**config.mk**
```make
export PLATFORM = sky130hd
export DESIGN_NAME = prbs_predict
export DESIGN_NICKNAME = d
export VERILOG_FILES = /design/src/rtl/prbs_defs_pkg.sv /design/src/rtl/prbs_predict.sv
export SDC_FILE = /design/constraint.sdc
export NUM_CORES = 1
export LEC_CHECK = 0
export ABC_AREA = 0
export CAP_MARGIN = 20
export CELL_PAD_IN_SITES_DETAIL_PLACEMENT = 1
export CELL_PAD_IN_SITES_GLOBAL_PLACEMENT = 1
export CORE_ASPECT_RATIO = 1.25
export CORE_MARGIN = 5
export CORE_UTILIZATION = 19
export DETAILED_ROUTE_END_ITERATION = 7
export PLACE_DENSITY_LB_ADDON = 0.15
export SLEW_MARGIN = 0
export SYNTH_ARGS = -nofsm -noshare
export SYNTH_HDL_FRONTEND = slang
export SYNTH_SLANG_ARGS = --single-unit
```
**constraint.sdc**
```tcl
create_clock -name vclk -period 1.2
set_clock_uncertainty 0.2 [all_clocks]
set_input_delay 0.24 -clock vclk [all_inputs]
set_output_delay 0.24 -clock vclk [all_outputs]
set_load 0.02 [all_outputs]
```
**src/rtl/prbs_defs_pkg.sv**
```systemverilog
// ----------------------------------------------------------------------------
// prbs_defs
// Shared definitions for the self-synchronising PRBS checker:
//   - ORDER -> (A,B) tap table for b[n] = b[n-A] ^ b[n-B]
//   - width of the per-word error count (ERRW)
//   - popcount helper
//   - lock FSM state encoding
// ----------------------------------------------------------------------------
package prbs_defs;

  typedef enum logic [1:0] {
    ST_PRIME  = 2'd0,  // waiting for the first word to fill the history
    ST_HUNT   = 2'd1,  // counting consecutive clean words
    ST_LOCKED = 2'd2   // counting consecutive errored words
  } lock_state_t;

  // Widest word the popcount helper handles.
  localparam int POPCNT_MAX = 256;

  function automatic bit order_ok(input int order);
    return (order == 7) || (order == 9) || (order == 15) ||
           (order == 23) || (order == 31);
  endfunction

  // Long tap; equal to ORDER for every supported polynomial.
  function automatic int tap_a(input int order);
    case (order)
      7:       return 7;
      9:       return 9;
      15:      return 15;
      23:      return 23;
      31:      return 31;
      default: return order;
    endcase
  endfunction

  // Short tap.
  function automatic int tap_b(input int order);
    case (order)
      7:       return 6;
      9:       return 5;
      15:      return 14;
      23:      return 18;
      31:      return 28;
      default: return 1;
    endcase
  endfunction

  // Bits needed to hold a mismatch count of 0..width.
  function automatic int errw(input int width);
    return $clog2(width + 1);
  endfunction

  function automatic int popcount(input logic [POPCNT_MAX-1:0] v);
    int n;
    n = 0;
    for (int i = 0; i < POPCNT_MAX; i++) n += int'(v[i]);
    return n;
  endfunction

endpackage

```
**src/rtl/prbs_predict.sv**
```systemverilog
// ----------------------------------------------------------------------------
// prbs_predict
// Combinational predictor. Every bit of the current word is predicted from
// two earlier *received* bits, so the checker needs no seed and no alignment.
// Ports:
//   history   [ORDER-1:0]      last ORDER received bits, MSB earliest
//   din       [WORDWIDTH-1:0]  current word, MSB earliest on the line
//   mismatch  [WORDWIDTH-1:0]  1 where the received bit disagrees with prediction
//   stuck                      whole window (history ++ din) is zero
// ----------------------------------------------------------------------------
module prbs_predict
  import prbs_defs::*;
#(
  parameter int WORDWIDTH = 40,
  parameter int ORDER     = 7
) (
  input  logic [ORDER-1:0]     history,
  input  logic [WORDWIDTH-1:0] din,
  output logic [WORDWIDTH-1:0] mismatch,
  output logic                 stuck
);

  localparam int A = tap_a(ORDER);
  localparam int B = tap_b(ORDER);

  // Time-ordered window: higher index = earlier bit, so "n-A" is "index+A".
  logic [ORDER+WORDWIDTH-1:0] window;
  assign window = {history, din};

  // NOTE: every variable written in always_comb gets a default first, so no
  // path can leave it unassigned and infer a latch.
  always_comb begin
    mismatch = '0;
    for (int k = 0; k < WORDWIDTH; k++)
      mismatch[k] = window[k] ^ window[k+A] ^ window[k+B];
  end

  // An all-zero window satisfies the recurrence trivially; flag it instead.
  assign stuck = (window == '0);

endmodule

```
==> key figures, run 1 <==
Floorplan
  – Row Count: 26
  – Initial Utilization: 0.197
  – Die X: 68.4 µm
  – Chip height: just over 80 µm
  – I/O pin count: just under 90

Logic synthesis
  – Synth warn: 0
  – Synth area leader: xnor2_1
  – Syn Inst Count: between 90 and 100
  – Mean area per synthesized cell: approximately 8.4 µm²
  – Synth top area cells: xnor2_1, nor4_1, nand4_1, nor4_2, nor3_2
  – Mapped cell area: roughly 810 µm²
  – Mapped Nets: between 100 and 150
  – Most common cell in the netlist: xnor2_1
  – Post-synth cell types: 6
  – Top cells by count, synth: xnor2_1, nor4_1, nand4_1
  – Top-area cell type share of the netlist area: 0.866
  – Sequential area share after synthesis: 0

Status
  – Error: [ERROR DPL-0033] detailed placement checks failed during check placement.
  – Status: aborted with a tool error
  – Stop stage: clock tree synthesis (4_1_cts)

CTS
  – Post-cts resize count: slightly above 600
  – Post CTS Setup Buffer Count: 24
  – Cts hold-fix bufs: 0

Place
  – Placed Area: 0.00216 mm²
  – Final GP Congestion: approximately 0.81
  – DPL Wire Length: roughly 4 mm
  – IO buf count: a little under 90
cell families after synthesis:
group,after synthesis,synth area share
simple gates,16,0.134
xor+xnor,80,0.866
through the flow:
step | instances | worst slack (ns) | TNS [ns]
2_1_floorplan | 96 | -0.183 | -0.183
3_3_place_gp | 286 | -1.40 | -43.03
3_5_place_dp | 286 | -1.45 | -44.03
==> inputs of run 2 (changes only) <==
- CELL_PAD_IN_SITES_DETAIL_PLACEMENT: 1 -> not set
- CELL_PAD_IN_SITES_GLOBAL_PLACEMENT: 1 -> not set
- CORE_AREA: not set -> 5 5 66 68
- CORE_ASPECT_RATIO: 1.25 -> not set
- CORE_MARGIN: 5 -> not set
- CORE_UTILIZATION: 19 -> not set
- DIE_AREA: not set -> 0 0 71 73
==> key figures, run 2 <==
Status
  – Status: finished, violations left (was aborted with a tool error)
  – Failing checks: setup timing

Logic synthesis
  – Mean area per synthesized cell: 8.43 µm² (unchanged)
  – Synth warn: 0 (unchanged)
  – Mapped cell area: 810 µm² (unchanged)
  – Top cells by count, synth: xnor2_1, nor4_1, nand4_1 (unchanged)
  – Synth area leader: xnor2_1 (unchanged)
  – Top-area cell type share of the netlist area: 0.866 (unchanged)
  – Post-synth cell types: 6 (unchanged)
  – Syn Inst Count: 96 (unchanged)
  – Sequential area share after synthesis: 0 (unchanged)
  – Most common cell in the netlist: xnor2_1 (unchanged)
  – Synth top area cells: xnor2_1, nor4_1, nand4_1, nor4_2, nor3_2 (unchanged)
  – Mapped Nets: 143 (unchanged)

Power
  – Comb pwr share: 1.000
  – P_sw: about 0.92 mW
  – Sw frac: 0.445
  – Int Pwr: approximately 1.2 mW
  – Clk pwr share: 0
  – Reg power frac: 0
  – Max VDD drop: between 0.0003 and 0.0004 V
  – PD cells: 595 mW/mm²
  – LEAKAGE: 1.54 nW

Place
  – Final GP Congestion: 0.815 (was 0.807)
  – DPL Wire Length: 3.36 mm (was 4.00 mm)
  – Placed Area: 0.00215 mm² (was 0.00216 mm²)
  – IO buf count: 88 (unchanged)

Floorplan
  – Initial Utilization: 0.213 (was 0.197)
  – Row Count: 23 (was 26)
  – Die Footprint: around 0.0052 mm²
  – Die X: 71 µm (was 68.4 µm)
  – Chip height: 73 µm (was 83.0 µm)
  – I/O pin count: 88 (unchanged)
  – Core area: around 0.0038 mm²

Drt
  – WL final: between 6 and 7 mm
  – Number of iterations in the first detailed-routing pass: 4
  – Vias: between 1,000 and 1,500
  – Routed len/inst: 21.5 µm
  – Post-DRT Antenna Nets: 0
  – Via density: about 4.6
  – Initial DRC Count: 38
  – Drt drc: 0

Timing
  – Final setup fails: 41
  – Final min period: ~1.7 ns
  – Setup TNS: -8.37 ns
  – Tcrit/Tclk final: 1.42
  – Slew HR: 0.797
  – Setup WS post-layout: -0.503 ns
  – Setup repair after global routing missed its margin: yes
  – Max Fclk: slightly below 0.6 GHz
  – Final Max Slew Viols: 0
  – Final count of hold timing violations: 0
  – Slew of the pin with the lowest slew margin: between 0.3 and 0.4 ns

Layout
  – Net count, final: approximately 310
  – Antenna diodes: 0
  – Most frequent cells in the layout: buf_4, buf_6, buf_8
  – Register area: 0 µm²
  – Design Area, Final: between 0.003 and 0.004 mm²
  – CLK BUF: 0
  – Seq Cell Count: 0
  – Commonest non-fill, non-tap cell in the layout: buf_4
  – Fill count: approximately 120
  – Layout area overhead: 332%
  – Share of cells above drive strength 1: 0.918

Critical path
  – Slowest cell on the critical path: nor4_4
  – Worst Path Required: between 0.7 and 0.8 ns
  – Crit-path cells: buf_8 -> nor4_4 -> nand4_1 -> nor3_4 -> buf_6
  – Startpoint types: input pin
  – Critical-path maximum fanout: 2
  – Crit. End Element: output port
  – Crit path largest cell delay: 0.31 ns
  – Critical path arrival: about 1.3 ns
  – Crit Path Class: input pin to output port

Global routing
  – Pin count of the biggest net entering global routing: 4
  – Grt ovf: 0
  – Initial antenna violation count: 0
  – First-pass GRT wire length: approximately 7.7 mm
  – Vias in the first global route: between 1,500 and 2,000
  – Global Route Usage Sum: 0.187

Min path
  – Hold Path Sink: mismatch[4]
  – Hold-critical path depth: 3
  – Hold path start: din[4]
  – Hold WC Path Type: input pin to output port

Run
  – Max cap viols: 0

CTS
  – Cts hold-fix bufs: 0 (unchanged)
[run 2: cell counts after synthesis]
Identical to the previous run, type by type.
[run 2: how the worst max path moves through the flow]
| stage | startpoint | endpoint | cells past startpoint |
|---|---|---|---|
| after floorplan | din[14] | stuck | 3 |
| after global placement | din[4] | stuck | 5 |
| after detailed placement | din[4] | stuck | 5 |
| after CTS | din[0] | stuck | 5 |
| after global routing | din[25] | stuck | 5 |
| final | din[6] | stuck | 5 |
[run 2: timing repair]
item	in CTS	in global routing
setup buffers	21	9
resized for setup	599	81
setup endpoints to repair	41	41
pin swaps	81	63
[run 2: power by group through the flow]
stage          Clock, mW  Sequential [mW]  Combinational (mW)
2_1_floorplan          0                0               0.607
3_3_place_gp           0                0                1.42
3_5_place_dp           0                0                1.43
4_1_cts                0                0                1.71
5_1_grt                0                0                2.16
6_report               0                0                2.08
[run 2: cell families (layout without fill, tap and decap cells)]
group | count (synthesis) | after routing | synth area share
XOR/XNOR | 80 | 80 | 0.866
buffers and inverters | 0 | 160 | 0
AND/OR/NAND/NOR | 16 | 16 | 0.134
[run 2: layout make-up]
cell class	count	area (µm²)	area share
multi-input combinational	96	1720	0.491
tap	50	62.6	0.0179
timing repair buffer	160	1720	0.491
[run 2: per-stage QoR]
step           instances  hold slack [ns]  setup WS (ns)  power [mW]  utilization
2_1_floorplan         96            0.422         -0.183       0.607            -
5_1_grt              306            0.654         -0.538        2.16        0.921
4_1_cts              300            0.668         -0.463        1.71        0.773
3_3_place_gp         279             1.38          -1.36        1.42        0.566
3_5_place_dp         279             1.40          -1.34        1.43        0.566
6_report             306            0.641         -0.503        2.08        0.921
[run 2: critical path: cells and delay by family]
kind                   cells  cell delay (ns)
buffers and inverters      2             0.24
AND/OR/NAND/NOR            3             0.77
[run 2: layer usage]
layer  share of wire  track usage  up-vias
li1                -            -      643
met1            0.36        0.201      667
met2            0.54        0.367       87
met3           0.070       0.0441       17
met4           0.034       0.0397        0
met5               0            0        -
Note: power is estimated with default switching activity, not from simulation.
